[src/rtl/exe_mc_stage_if.sv]
// Bundle of the EX-stage ports: decoded instruction in, forwarding inputs,
// stall/busy status and the registered EX/MEM pipeline outputs.
interface exe_mc_stage_if #(
  parameter int DATA_W  = 32,
  parameter int SHAMT_W = 5,
  parameter int REG_W   = 5
);
  logic               Valid_IN;
  logic [31:0]        Instr1_IN;
  logic [31:0]        Instr1_PC_IN;
  logic [DATA_W-1:0]  OperandA1_IN;
  logic [DATA_W-1:0]  OperandB1_IN;
  logic [DATA_W-1:0]  MemWriteData1_IN;
  logic [REG_W-1:0]   WriteRegister1_IN;
  logic               RegWrite1_IN;
  logic               MemRead1_IN;
  logic               MemWrite1_IN;
  logic [5:0]         ALU_Control1_IN;
  logic [SHAMT_W-1:0] ShiftAmount1_IN;
  logic [1:0]         ForwardA;
  logic [1:0]         ForwardB;
  logic [DATA_W-1:0]  RegWrite_EXEMEM;
  logic [DATA_W-1:0]  RegWrite_MEMWB;

  logic               Stall_OUT;
  logic               Busy_OUT;
  logic               Valid_OUT;
  logic [31:0]        Instr1_OUT;
  logic [31:0]        Instr1_PC_OUT;
  logic [DATA_W-1:0]  ALU_result1_OUT;
  logic [REG_W-1:0]   WriteRegister1_OUT;
  logic [DATA_W-1:0]  MemWriteData1_OUT;
  logic               RegWrite1_OUT;
  logic [5:0]         ALU_Control1_OUT;
  logic               MemRead1_OUT;
  logic               MemWrite1_OUT;

  // Upstream decode / forwarding side drives the *_IN ports.
  modport master (
    output Valid_IN, Instr1_IN, Instr1_PC_IN, OperandA1_IN, OperandB1_IN,
           MemWriteData1_IN, WriteRegister1_IN, RegWrite1_IN, MemRead1_IN,
           MemWrite1_IN, ALU_Control1_IN, ShiftAmount1_IN, ForwardA, ForwardB,
           RegWrite_EXEMEM, RegWrite_MEMWB,
    input  Stall_OUT, Busy_OUT, Valid_OUT, Instr1_OUT, Instr1_PC_OUT,
           ALU_result1_OUT, WriteRegister1_OUT, MemWriteData1_OUT,
           RegWrite1_OUT, ALU_Control1_OUT, MemRead1_OUT, MemWrite1_OUT
  );

  // The EX stage itself.
  modport slave (
    input  Valid_IN, Instr1_IN, Instr1_PC_IN, OperandA1_IN, OperandB1_IN,
           MemWriteData1_IN, WriteRegister1_IN, RegWrite1_IN, MemRead1_IN,
           MemWrite1_IN, ALU_Control1_IN, ShiftAmount1_IN, ForwardA, ForwardB,
           RegWrite_EXEMEM, RegWrite_MEMWB,
    output Stall_OUT, Busy_OUT, Valid_OUT, Instr1_OUT, Instr1_PC_OUT,
           ALU_result1_OUT, WriteRegister1_OUT, MemWriteData1_OUT,
           RegWrite1_OUT, ALU_Control1_OUT, MemRead1_OUT, MemWrite1_OUT
  );
endinterface

[src/rtl/exe_mc_stage.sv]
// Execute stage: forwarding muxes, single-cycle ALU, HI/LO registers and a
// one-bit-per-cycle multiply/divide unit, feeding a registered EX/MEM stage.
module exe_mc_stage #(
  parameter int DATA_W  = 32,
  parameter int SHAMT_W = 5,
  parameter int REG_W   = 5
) (
  input logic           CLK,
  input logic           RESET,
  exe_mc_stage_if.slave bus
);
  localparam int CNT_W = $clog2(DATA_W);

  localparam logic [5:0] OP_AND  = 6'h00, OP_OR   = 6'h01, OP_ADD  = 6'h02,
                         OP_SUB  = 6'h06, OP_SLT  = 6'h07, OP_SLL  = 6'h08,
                         OP_SRL  = 6'h09, OP_SRA  = 6'h0A, OP_MFHI = 6'h10,
                         OP_MTHI = 6'h11, OP_MFLO = 6'h12, OP_MTLO = 6'h13;

  typedef enum logic {S_IDLE, S_BUSY} state_t;

  typedef struct packed {
    logic              valid;
    logic [31:0]       instr;
    logic [31:0]       pc;
    logic [DATA_W-1:0] result;
    logic [REG_W-1:0]  wreg;
    logic [DATA_W-1:0] wdata;
    logic              reg_write;
    logic [5:0]        alu_ctrl;
    logic              mem_read;
    logic              mem_write;
  } exmem_t;

  state_t              r_state, w_state_nxt;
  logic [CNT_W-1:0]    r_cnt;
  logic [DATA_W-1:0]   r_hi, r_lo;
  logic [DATA_W-1:0]   r_hi_w, r_lo_w, r_mcand;
  logic                r_is_div, r_neg_q, r_neg_r, r_div_zero;
  exmem_t              r_exmem, w_exmem_nxt;

  logic [DATA_W-1:0]   w_op_a, w_op_b, w_a_mag, w_b_mag, w_result;
  logic [SHAMT_W-1:0]  w_shamt;
  logic [5:0]          w_op;
  logic                w_is_hilo, w_is_iter, w_busy, w_stall, w_accept;
  logic                w_start, w_last, w_signed, w_a_neg, w_b_neg;
  logic [DATA_W:0]     w_mul_sum, w_div_shift;
  logic [DATA_W-1:0]   w_div_sub, w_step_hi, w_step_lo, w_fin_hi, w_fin_lo;
  logic                w_div_ge;
  logic [2*DATA_W-1:0] w_prod;

  assign w_op      = bus.ALU_Control1_IN;
  assign w_shamt   = bus.ShiftAmount1_IN;
  assign w_is_hilo = (w_op[5:2] == 4'b0100);   // 10..13
  assign w_is_iter = (w_op[5:2] == 4'b0110);   // 18..1B
  assign w_busy    = (r_state == S_BUSY);
  assign w_stall   = RESET & bus.Valid_IN & w_busy & (w_is_hilo | w_is_iter);
  assign w_accept  = bus.Valid_IN & ~w_stall;
  // Iterative ops are stalled while busy, so any accepted one starts from IDLE.
  assign w_start   = w_accept & w_is_iter;
  assign w_last    = w_busy & (r_cnt == CNT_W'(DATA_W - 1));

  // Operand forwarding; 00 and 11 both take the decoded operand.
  always_comb begin
    // NOTE: every always_comb output gets a default first so no latch is inferred.
    w_op_a = bus.OperandA1_IN;
    w_op_b = bus.OperandB1_IN;
    if (bus.ForwardA == 2'b01) w_op_a = bus.RegWrite_EXEMEM;
    else if (bus.ForwardA == 2'b10) w_op_a = bus.RegWrite_MEMWB;
    if (bus.ForwardB == 2'b01) w_op_b = bus.RegWrite_EXEMEM;
    else if (bus.ForwardB == 2'b10) w_op_b = bus.RegWrite_MEMWB;
  end

  // Sign handling for the iterative unit: it works on magnitudes.
  assign w_signed = ~w_op[0];
  assign w_a_neg  = w_signed & w_op_a[DATA_W-1];
  assign w_b_neg  = w_signed & w_op_b[DATA_W-1];
  assign w_a_mag  = w_a_neg ? -w_op_a : w_op_a;
  assign w_b_mag  = w_b_neg ? -w_op_b : w_op_b;

  // Single-cycle ALU result; iterative and unknown ops produce zero.
  always_comb begin
    w_result = '0;
    case (w_op)
      OP_AND:  w_result = w_op_a & w_op_b;
      OP_OR:   w_result = w_op_a | w_op_b;
      OP_ADD:  w_result = w_op_a + w_op_b;
      OP_SUB:  w_result = w_op_a - w_op_b;
      OP_SLT:  w_result = {{(DATA_W-1){1'b0}}, $signed(w_op_a) < $signed(w_op_b)};
      OP_SLL:  w_result = w_op_b << w_shamt;
      OP_SRL:  w_result = w_op_b >> w_shamt;
      OP_SRA:  w_result = $signed(w_op_b) >>> w_shamt;
      OP_MFHI: w_result = r_hi;
      OP_MFLO: w_result = r_lo;
      default: w_result = '0;
    endcase
  end

  // One iteration: shift-add multiply step or restoring divide step.
  always_comb begin
    w_mul_sum   = {1'b0, r_hi_w} + (r_lo_w[0] ? {1'b0, r_mcand} : '0);
    w_div_shift = {r_hi_w, r_lo_w[DATA_W-1]};
    w_div_ge    = (w_div_shift >= {1'b0, r_mcand});
    w_div_sub   = w_div_shift[DATA_W-1:0] - r_mcand;
    if (r_is_div) begin
      w_step_hi = w_div_ge ? w_div_sub : w_div_shift[DATA_W-1:0];
      w_step_lo = {r_lo_w[DATA_W-2:0], w_div_ge};
    end else begin
      w_step_hi = w_mul_sum[DATA_W:1];
      w_step_lo = {w_mul_sum[0], r_lo_w[DATA_W-1:1]};
    end
  end

  // Sign fix-up of the last step; divide by zero forces an all-ones quotient.
  always_comb begin
    w_prod   = {w_step_hi, w_step_lo};
    w_prod   = r_neg_q ? -w_prod : w_prod;
    w_fin_hi = w_prod[2*DATA_W-1:DATA_W];
    w_fin_lo = w_prod[DATA_W-1:0];
    if (r_is_div) begin
      w_fin_hi = r_neg_r ? -w_step_hi : w_step_hi;
      w_fin_lo = r_div_zero ? '1 : (r_neg_q ? -w_step_lo : w_step_lo);
    end
  end

  // Multiply/divide state register.
  always_ff @(posedge CLK or negedge RESET) begin
    // NOTE: sequential state always uses non-blocking assignments.
    if (!RESET) r_state <= S_IDLE;
    else        r_state <= w_state_nxt;
  end

  // Next-state: IDLE until an iterative op is accepted, BUSY for DATA_W cycles.
  always_comb begin
    w_state_nxt = r_state;
    unique case (r_state)
      S_IDLE:  if (w_start) w_state_nxt = S_BUSY;
      S_BUSY:  if (w_last)  w_state_nxt = S_IDLE;
      default: w_state_nxt = S_IDLE;
    endcase
  end

  // Iterative datapath: load operands on start, one bit per busy cycle.
  always_ff @(posedge CLK or negedge RESET) begin
    if (!RESET) begin
      r_cnt      <= '0;
      r_hi_w     <= '0;
      r_lo_w     <= '0;
      r_mcand    <= '0;
      r_is_div   <= 1'b0;
      r_neg_q    <= 1'b0;
      r_neg_r    <= 1'b0;
      r_div_zero <= 1'b0;
    end else if (w_start) begin
      r_cnt      <= '0;
      r_hi_w     <= '0;
      r_is_div   <= w_op[1];
      r_neg_q    <= w_a_neg ^ w_b_neg;
      r_neg_r    <= w_a_neg;
      r_div_zero <= w_op[1] & (w_op_b == '0);
      r_lo_w     <= w_op[1] ? w_a_mag : w_b_mag;
      r_mcand    <= w_op[1] ? w_b_mag : w_a_mag;
    end else if (w_busy) begin
      r_cnt      <= r_cnt + CNT_W'(1);
      r_hi_w     <= w_step_hi;
      r_lo_w     <= w_step_lo;
    end
  end

  // Architectural HI/LO: written by the final iteration or by MTHI/MTLO.
  always_ff @(posedge CLK or negedge RESET) begin
    if (!RESET) begin
      r_hi <= '0;
      r_lo <= '0;
    end else if (w_last) begin
      r_hi <= w_fin_hi;
      r_lo <= w_fin_lo;
    end else if (w_accept && w_op == OP_MTHI) begin
      r_hi <= w_op_a;
    end else if (w_accept && w_op == OP_MTLO) begin
      r_lo <= w_op_a;
    end
  end

  // EX/MEM contents: the accepted instruction, otherwise an all-zero bubble.
  always_comb begin
    w_exmem_nxt = '0;
    if (w_accept) begin
      w_exmem_nxt.valid     = 1'b1;
      w_exmem_nxt.instr     = bus.Instr1_IN;
      w_exmem_nxt.pc        = bus.Instr1_PC_IN;
      w_exmem_nxt.result    = w_result;
      w_exmem_nxt.wreg      = bus.WriteRegister1_IN;
      w_exmem_nxt.wdata     = bus.MemWriteData1_IN;
      w_exmem_nxt.reg_write = bus.RegWrite1_IN;
      w_exmem_nxt.alu_ctrl  = w_op;
      w_exmem_nxt.mem_read  = bus.MemRead1_IN;
      w_exmem_nxt.mem_write = bus.MemWrite1_IN;
    end
  end

  // EX/MEM pipeline register.
  always_ff @(posedge CLK or negedge RESET) begin
    if (!RESET) r_exmem <= '0;
    else        r_exmem <= w_exmem_nxt;
  end

  assign bus.Stall_OUT          = w_stall;
  assign bus.Busy_OUT           = w_busy;
  assign bus.Valid_OUT          = r_exmem.valid;
  assign bus.Instr1_OUT         = r_exmem.instr;
  assign bus.Instr1_PC_OUT      = r_exmem.pc;
  assign bus.ALU_result1_OUT    = r_exmem.result;
  assign bus.WriteRegister1_OUT = r_exmem.wreg;
  assign bus.MemWriteData1_OUT  = r_exmem.wdata;
  assign bus.RegWrite1_OUT      = r_exmem.reg_write;
  assign bus.ALU_Control1_OUT   = r_exmem.alu_ctrl;
  assign bus.MemRead1_OUT       = r_exmem.mem_read;
  assign bus.MemWrite1_OUT      = r_exmem.mem_write;
endmodule

[src/flat_wrapper.sv]
// flat-port wrapper written by rule: the top's interface ports become plain ports
module exe_mc_stage_flat 
#(
  parameter int DATA_W  = 32,
  parameter int SHAMT_W = 5,
  parameter int REG_W   = 5
)
  (CLK, RESET, bus_Valid_IN, bus_Instr1_IN, bus_Instr1_PC_IN, bus_OperandA1_IN, bus_OperandB1_IN, bus_MemWriteData1_IN, bus_WriteRegister1_IN, bus_RegWrite1_IN, bus_MemRead1_IN, bus_MemWrite1_IN, bus_ALU_Control1_IN, bus_ShiftAmount1_IN, bus_ForwardA, bus_ForwardB, bus_RegWrite_EXEMEM, bus_RegWrite_MEMWB, bus_Stall_OUT, bus_Busy_OUT, bus_Valid_OUT, bus_Instr1_OUT, bus_Instr1_PC_OUT, bus_ALU_result1_OUT, bus_WriteRegister1_OUT, bus_MemWriteData1_OUT, bus_RegWrite1_OUT, bus_ALU_Control1_OUT, bus_MemRead1_OUT, bus_MemWrite1_OUT);
  exe_mc_stage_if #(.DATA_W(DATA_W), .SHAMT_W(SHAMT_W), .REG_W(REG_W)) bus_i ();
  input logic CLK;
  input logic RESET;
  input wire logic [$bits(bus_i.Valid_IN)-1:0] bus_Valid_IN;
  input wire logic [$bits(bus_i.Instr1_IN)-1:0] bus_Instr1_IN;
  input wire logic [$bits(bus_i.Instr1_PC_IN)-1:0] bus_Instr1_PC_IN;
  input wire logic [$bits(bus_i.OperandA1_IN)-1:0] bus_OperandA1_IN;
  input wire logic [$bits(bus_i.OperandB1_IN)-1:0] bus_OperandB1_IN;
  input wire logic [$bits(bus_i.MemWriteData1_IN)-1:0] bus_MemWriteData1_IN;
  input wire logic [$bits(bus_i.WriteRegister1_IN)-1:0] bus_WriteRegister1_IN;
  input wire logic [$bits(bus_i.RegWrite1_IN)-1:0] bus_RegWrite1_IN;
  input wire logic [$bits(bus_i.MemRead1_IN)-1:0] bus_MemRead1_IN;
  input wire logic [$bits(bus_i.MemWrite1_IN)-1:0] bus_MemWrite1_IN;
  input wire logic [$bits(bus_i.ALU_Control1_IN)-1:0] bus_ALU_Control1_IN;
  input wire logic [$bits(bus_i.ShiftAmount1_IN)-1:0] bus_ShiftAmount1_IN;
  input wire logic [$bits(bus_i.ForwardA)-1:0] bus_ForwardA;
  input wire logic [$bits(bus_i.ForwardB)-1:0] bus_ForwardB;
  input wire logic [$bits(bus_i.RegWrite_EXEMEM)-1:0] bus_RegWrite_EXEMEM;
  input wire logic [$bits(bus_i.RegWrite_MEMWB)-1:0] bus_RegWrite_MEMWB;
  output wire logic [$bits(bus_i.Stall_OUT)-1:0] bus_Stall_OUT;
  output wire logic [$bits(bus_i.Busy_OUT)-1:0] bus_Busy_OUT;
  output wire logic [$bits(bus_i.Valid_OUT)-1:0] bus_Valid_OUT;
  output wire logic [$bits(bus_i.Instr1_OUT)-1:0] bus_Instr1_OUT;
  output wire logic [$bits(bus_i.Instr1_PC_OUT)-1:0] bus_Instr1_PC_OUT;
  output wire logic [$bits(bus_i.ALU_result1_OUT)-1:0] bus_ALU_result1_OUT;
  output wire logic [$bits(bus_i.WriteRegister1_OUT)-1:0] bus_WriteRegister1_OUT;
  output wire logic [$bits(bus_i.MemWriteData1_OUT)-1:0] bus_MemWriteData1_OUT;
  output wire logic [$bits(bus_i.RegWrite1_OUT)-1:0] bus_RegWrite1_OUT;
  output wire logic [$bits(bus_i.ALU_Control1_OUT)-1:0] bus_ALU_Control1_OUT;
  output wire logic [$bits(bus_i.MemRead1_OUT)-1:0] bus_MemRead1_OUT;
  output wire logic [$bits(bus_i.MemWrite1_OUT)-1:0] bus_MemWrite1_OUT;
  assign bus_i.Valid_IN = bus_Valid_IN;
  assign bus_i.Instr1_IN = bus_Instr1_IN;
  assign bus_i.Instr1_PC_IN = bus_Instr1_PC_IN;
  assign bus_i.OperandA1_IN = bus_OperandA1_IN;
  assign bus_i.OperandB1_IN = bus_OperandB1_IN;
  assign bus_i.MemWriteData1_IN = bus_MemWriteData1_IN;
  assign bus_i.WriteRegister1_IN = bus_WriteRegister1_IN;
  assign bus_i.RegWrite1_IN = bus_RegWrite1_IN;
  assign bus_i.MemRead1_IN = bus_MemRead1_IN;
  assign bus_i.MemWrite1_IN = bus_MemWrite1_IN;
  assign bus_i.ALU_Control1_IN = bus_ALU_Control1_IN;
  assign bus_i.ShiftAmount1_IN = bus_ShiftAmount1_IN;
  assign bus_i.ForwardA = bus_ForwardA;
  assign bus_i.ForwardB = bus_ForwardB;
  assign bus_i.RegWrite_EXEMEM = bus_RegWrite_EXEMEM;
  assign bus_i.RegWrite_MEMWB = bus_RegWrite_MEMWB;
  assign bus_Stall_OUT = bus_i.Stall_OUT;
  assign bus_Busy_OUT = bus_i.Busy_OUT;
  assign bus_Valid_OUT = bus_i.Valid_OUT;
  assign bus_Instr1_OUT = bus_i.Instr1_OUT;
  assign bus_Instr1_PC_OUT = bus_i.Instr1_PC_OUT;
  assign bus_ALU_result1_OUT = bus_i.ALU_result1_OUT;
  assign bus_WriteRegister1_OUT = bus_i.WriteRegister1_OUT;
  assign bus_MemWriteData1_OUT = bus_i.MemWriteData1_OUT;
  assign bus_RegWrite1_OUT = bus_i.RegWrite1_OUT;
  assign bus_ALU_Control1_OUT = bus_i.ALU_Control1_OUT;
  assign bus_MemRead1_OUT = bus_i.MemRead1_OUT;
  assign bus_MemWrite1_OUT = bus_i.MemWrite1_OUT;
  exe_mc_stage #(.DATA_W(DATA_W), .SHAMT_W(SHAMT_W), .REG_W(REG_W)) u_core (.CLK(CLK), .RESET(RESET), .bus(bus_i));
endmodule
[config.mk]
export PLATFORM = sky130hd
export DESIGN_NAME = exe_mc_stage_flat
export DESIGN_NICKNAME = d
export VERILOG_FILES = /design/src/rtl/exe_mc_stage_if.sv /design/src/rtl/exe_mc_stage.sv /design/src/flat_wrapper.sv
export SDC_FILE = /design/constraint.sdc
export NUM_CORES = 2
export LEC_CHECK = 0
export CORE_MARGIN = 3
export CORE_UTILIZATION = 45
export CTS_CLUSTER_DIAMETER = 60
export CTS_CLUSTER_SIZE = 24
export DETAILED_ROUTE_END_ITERATION = 10
export GPL_TIMING_DRIVEN = 0
export HOLD_SLACK_MARGIN = 0.1
export MAX_ROUTING_LAYER = met4
export PLACE_DENSITY = 0.77
export SYNTH_ARGS = -nofsm -noshare
export SYNTH_HDL_FRONTEND = slang
export SYNTH_SLANG_ARGS = --single-unit
[constraint.sdc]
create_clock -name CLK -period 7.5 [get_ports CLK]
set_clock_uncertainty 0.05 [all_clocks]
set_input_delay 1.875 -clock CLK [delete_from_list [all_inputs] [get_ports CLK]]
set_output_delay 1.875 -clock CLK [all_outputs]
set_load 0.05 [all_outputs]
==> reports/summary.log <==
qor: yosys.postSynthAreaPerCell 7.77 um^2
qor: timing.clock.fmax 136 MHz
qor: yosys.synth_area 30200 um^2
qor: critical_path.cp.required 7.87 ns
qor: clock_network.worst_skew_pair.late_latency 0.60 ns
qor: critical_path.path_class input port to flip-flop
qor: timing.max-slew-margin-rel -9.56%
qor: clock_network.hold_buffers 0
qor: timing.slew_violations 24
qor: critical_path.reg2reg_from u_core.r_hi_w[23]
qor: route.finalWirelength 161 mm
qor: outcome.violations capacitance limit, slew limit
qor: layout.layout-drive-gt1-share 4.81%
qor: die.die-height 265 um
qor: die.io_pins 395
qor: hold_path.min_delay_src u_core.r_cnt[3]
qor: yosys.synthArstFlopShare 100%
qor: timing.worst-slew-pin-transition 1.63 ns
qor: global_routing.grt_pass1_wl 226 mm
qor: power.power.density 347 nW/um^2
qor: critical_path.critical_path.slowest_cell sky130_fd_sc_hd__o21ai_2
qor: timing.layout_worst_path_cycle_share 98.4%
qor: critical_path.critical_path.reg2reg.endpoint u_core.r_hi[16]
qor: global_routing.global_route.overflow_total 0
qor: critical_path.worstSetupStartpointType input port
qor: hold_path.hold_class flip-flop to flip-flop
qor: route.routed-via-count 35100
qor: clock_network.cts_buffers 35
qor: layout.post-route-util 55.5%
qor: critical_path.timing.reg2reg.setup_slack 0.20 ns
qor: critical_path.crit_path_cell_trace clkdlybuf4s50_1, clkbuf_2, xor2_2, clkbuf_2, buf_2, o21ai_2, inv_1, ha_1, fa_1, a21o_1, a21oi_1, o21bai_1, a21o_1, a21o_1, a21oi_1, o31ai_1, a221o_1, a21oi_1, or3_1, o22ai_1, a221oi_1, nor2_1
qor: clock_network.clock_tree_from_tritoncts built
qor: yosys.postSynthCellCount 3892
qor: power.power.total 12.7 mW
qor: timing.setup-tns-final 0 ns
qor: global_routing.grt_start_max_net_pins 127
qor: route.wl_per_cell 30.8 um
qor: die.die_w 265 um
qor: critical_path.crit_path_max_incr_delay 0.49 ns
qor: route.final_antenna_net_count 0
qor: critical_path.timing.reg2reg.worst_path_depth 18
qor: global_routing.antenna_found_initial 10
qor: place.dp_hpwl 130 mm
qor: hold_path.hold-path-cell-count 2
qor: route.routed_via_density 6.72
qor: yosys.synth_warnings 0
qor: clock_network.cts_sinks 313
qor: critical_path.critPathMaxFanout 10
qor: place.detailedPlace.worstSlack -2.30 ns
qor: layout.num-nets-final 4746
qor: yosys.synth_cell_types 98
qor: yosys.dominant_combinational_cell_family_by_area_after_synthesis compound AO/OA/AOI/OAI gates
qor: timing.setup_viol 0
qor: outcome.run_status finished, violations left
qor: power.total_leakage_power 15.0 nW
qor: layout.area_delta_synth_final 21.6%
qor: die.initial_utilization 45.7%
qor: global_routing.grt_pass1_vias 32400
qor: yosys.ys_seq_elements 313
qor: route.drt-pass1-iter-count 9
qor: route.drcViolationCount 0
qor: timing.min_period 7.38 ns
qor: place.place.port_buffers 390
qor: global_routing.grt_use_total 45.0%
qor: yosys.ys_dominant_reg_cell sky130_fd_sc_hd__dfrtp_1
qor: timing.final_critical_path_setup_slack 0.123 ns
qor: yosys.compound_gate_portion_of_the_synthesized_area 27.3%
qor: die.fp-row-count 94
qor: clock_network.cts.reportedPaths.clkPinSlew 0.07 ns
qor: die.design.die.area 70400 um^2
qor: yosys.synth_sequential_area_ratio 25.9%
qor: run.number_of_max_capacitance_violations_reported 3
qor: yosys.mappedNetlistNets 4312
qor: route.number_of_drc_markers_after_the_initial_detailed_route_iteration 5686
qor: timing.hold_violation_count_in_the_final_report 0
qor: critical_path.critPathArrivalTime 7.75 ns
qor: yosys.synthMuxAreaShare 9.17%
qor: power.worst_voltage_drop_across_the_vdd_grid 288 uV
qor: yosys.synth-edff-count 0
qor: hold_path.hold-path-endpoint u_core.r_cnt[3]
qor: yosys.share_of_synthesized_cell_area_in_and_or_nand_and_nor_gates 19.2%
qor: yosys.synth_adder_area_share 7.13%
qor: clock_network.cts_h_tree_depth 2
qor: place.gp_congestion 1.16
qor: clock_network.clock_path_buffers 3
qor: critical_path.critical_path.endpoint_type flip-flop
qor: yosys.synth_area_in_xor_xnor 5.68%
qor: clock_network.clk_root_buffer_cell sky130_fd_sc_hd__clkbuf_16
qor: die.core_region_area 66200 um^2
## Yosys cell counts, types with 64 or more instances
master | number | area [um^2]
sky130_fd_sc_hd__nand2_1 | 353 | 1330
sky130_fd_sc_hd__o21ai_0 | 353 | 1770
sky130_fd_sc_hd__nor2_1 | 337 | 1260
sky130_fd_sc_hd__dfrtp_1 | 313 | 7830
sky130_fd_sc_hd__a21oi_1 | 290 | 1450
sky130_fd_sc_hd__mux2i_1 | 241 | 2410
sky130_fd_sc_hd__clkbuf_1 | 190 | 713
sky130_fd_sc_hd__inv_1 | 185 | 694
sky130_fd_sc_hd__ha_1 | 166 | 2080
sky130_fd_sc_hd__and2_1 | 160 | 1000
sky130_fd_sc_hd__xnor2_1 | 157 | 1380
sky130_fd_sc_hd__o211ai_1 | 87 | 653
sky130_fd_sc_hd__a211oi_1 | 82 | 616
sky130_fd_sc_hd__nor3_1 | 68 | 340
sky130_fd_sc_hd__a31oi_1 | 64 | 400
## cells by family (layout without fill, tap and decap cells)
group	count (synthesis)	in the layout
AO/OA/AOI/OAI	1292	1292
XOR/XNOR	196	196
adder cells (fa/ha/maj)	170	170
buffers and inverters	446	903
flip-flops	313	313
multiplexers	267	267
other	0	9
AND/OR/NAND/NOR	1208	1208
## per-stage QoR
step	instances	instance area [um^2]	hold WS, ns
2_1_floorplan	3892	30200	0.413
3_3_place_gp	5146	35200	0.463
6_report	5222	36800	0.501
4_1_cts	5207	36600	0.505
3_5_place_dp	5148	35300	0.484
5_1_grt	5222	36800	0.523
## placed cells by master, fill, tap and decap left out, types with 14 or more instances in the layout
cell,instances
sky130_fd_sc_hd__o21ai_0,351
sky130_fd_sc_hd__xnor2_1,157
sky130_fd_sc_hd__nor2b_1,39
sky130_fd_sc_hd__clkbuf_16,35
sky130_fd_sc_hd__clkdlybuf4s50_1,389
sky130_fd_sc_hd__nand2_1,353
sky130_fd_sc_hd__nor3_1,68
sky130_fd_sc_hd__mux2_2,20
sky130_fd_sc_hd__a22oi_1,47
sky130_fd_sc_hd__nor2_1,336
sky130_fd_sc_hd__mux2i_1,239
sky130_fd_sc_hd__clkbuf_1,178
sky130_fd_sc_hd__o21ai_1,29
sky130_fd_sc_hd__dfrtp_1,313
sky130_fd_sc_hd__xor2_1,38
sky130_fd_sc_hd__ha_1,166
sky130_fd_sc_hd__o22ai_1,22
sky130_fd_sc_hd__o22a_1,28
sky130_fd_sc_hd__inv_1,185
sky130_fd_sc_hd__or3_1,22
sky130_fd_sc_hd__nand2b_1,40
sky130_fd_sc_hd__a21oi_1,279
sky130_fd_sc_hd__a41oi_1,14
sky130_fd_sc_hd__buf_1,42
sky130_fd_sc_hd__a21o_1,47
sky130_fd_sc_hd__o21a_1,22
sky130_fd_sc_hd__and3_1,16
sky130_fd_sc_hd__nand4_1,16
sky130_fd_sc_hd__nor4_1,29
sky130_fd_sc_hd__a221oi_1,24
sky130_fd_sc_hd__a31oi_1,63
sky130_fd_sc_hd__and2_1,160
sky130_fd_sc_hd__o211ai_1,87
sky130_fd_sc_hd__or2_2,16
sky130_fd_sc_hd__nand3_1,56
sky130_fd_sc_hd__o21bai_1,24
sky130_fd_sc_hd__a211oi_1,81
sky130_fd_sc_hd__o31ai_1,33
sky130_fd_sc_hd__buf_2,21
## metal layers
| metal | track usage (%) | up-vias | share of wire [%] |
|---|---|---|---|
| met3 | 18.6 | 548 | 16 |
| met5 | - | - | 0 |
| met1 | 58.4 | 16700 | 39 |
| met2 | 59.7 | 2901 | 39 |
| met4 | 21.9 | 0 | 6.2 |
| li1 | - | 14900 | - |
## critical path, delay by kind of cell
family	cells	cell delay, ns
simple gates	2	0.23
compound gates	12	3.36
buf+inv	5	1.33
fa+ha+maj	2	0.69
xor+xnor	1	0.23
## how the worst max path moves through the flow
stage / start / to / slack (ns) / cells after the start
after floorplan: bus_ForwardB[1] / u_core.bus.ALU_result1_OUT[31] / 0.72 / 19
after global placement: RESET / u_core.bus.MemWriteData1_OUT[17] / -9.59 / 1
after detailed placement: bus_ForwardB[1] / u_core.bus.ALU_result1_OUT[31] / -2.30 / 20
after CTS: bus_ForwardA[1] / u_core.bus.ALU_result1_OUT[30] / -0.001 / 21
after global routing: bus_ForwardB[1] / u_core.bus.ALU_result1_OUT[0] / -0.02 / 20
final: bus_ForwardA[1] / u_core.bus.ALU_result1_OUT[24] / 0.12 / 22
## where the power goes
| part | switching, mW | leakage, nW | internal, mW |
|---|---|---|---|
| registers | 0.517 | 3.81 | 2.13 |
| logic | 5.42 | 10.6 | 2.83 |
| clock network | 0.877 | 0.575 | 0.973 |
## timing repair
item | in CTS | in global routing
buffers inserted | 0 | 7
resized for setup | 33 | 29
pin swaps | 0 | 1
endpoints found under the setup margin | 15 | 13
## area by class of cell
| cell class | instances | area, um^2 |
|---|---|---|
| Inverter | 192 | 724 |
| Sequential cell | 313 | 7830 |
| Tap cell | 864 | 1080 |
| Timing Repair Buffer | 399 | 4030 |
| Buffer | 252 | 1000 |
| Clock inverter | 24 | 312 |
| Clock buffer | 36 | 880 |
| Multi-Input combinational cell | 3133 | 20900 |
| Antenna cell | 9 | 22.5 |
| Fill cell | 6329 | 29400 |
(Power assumes the default switching activity.)
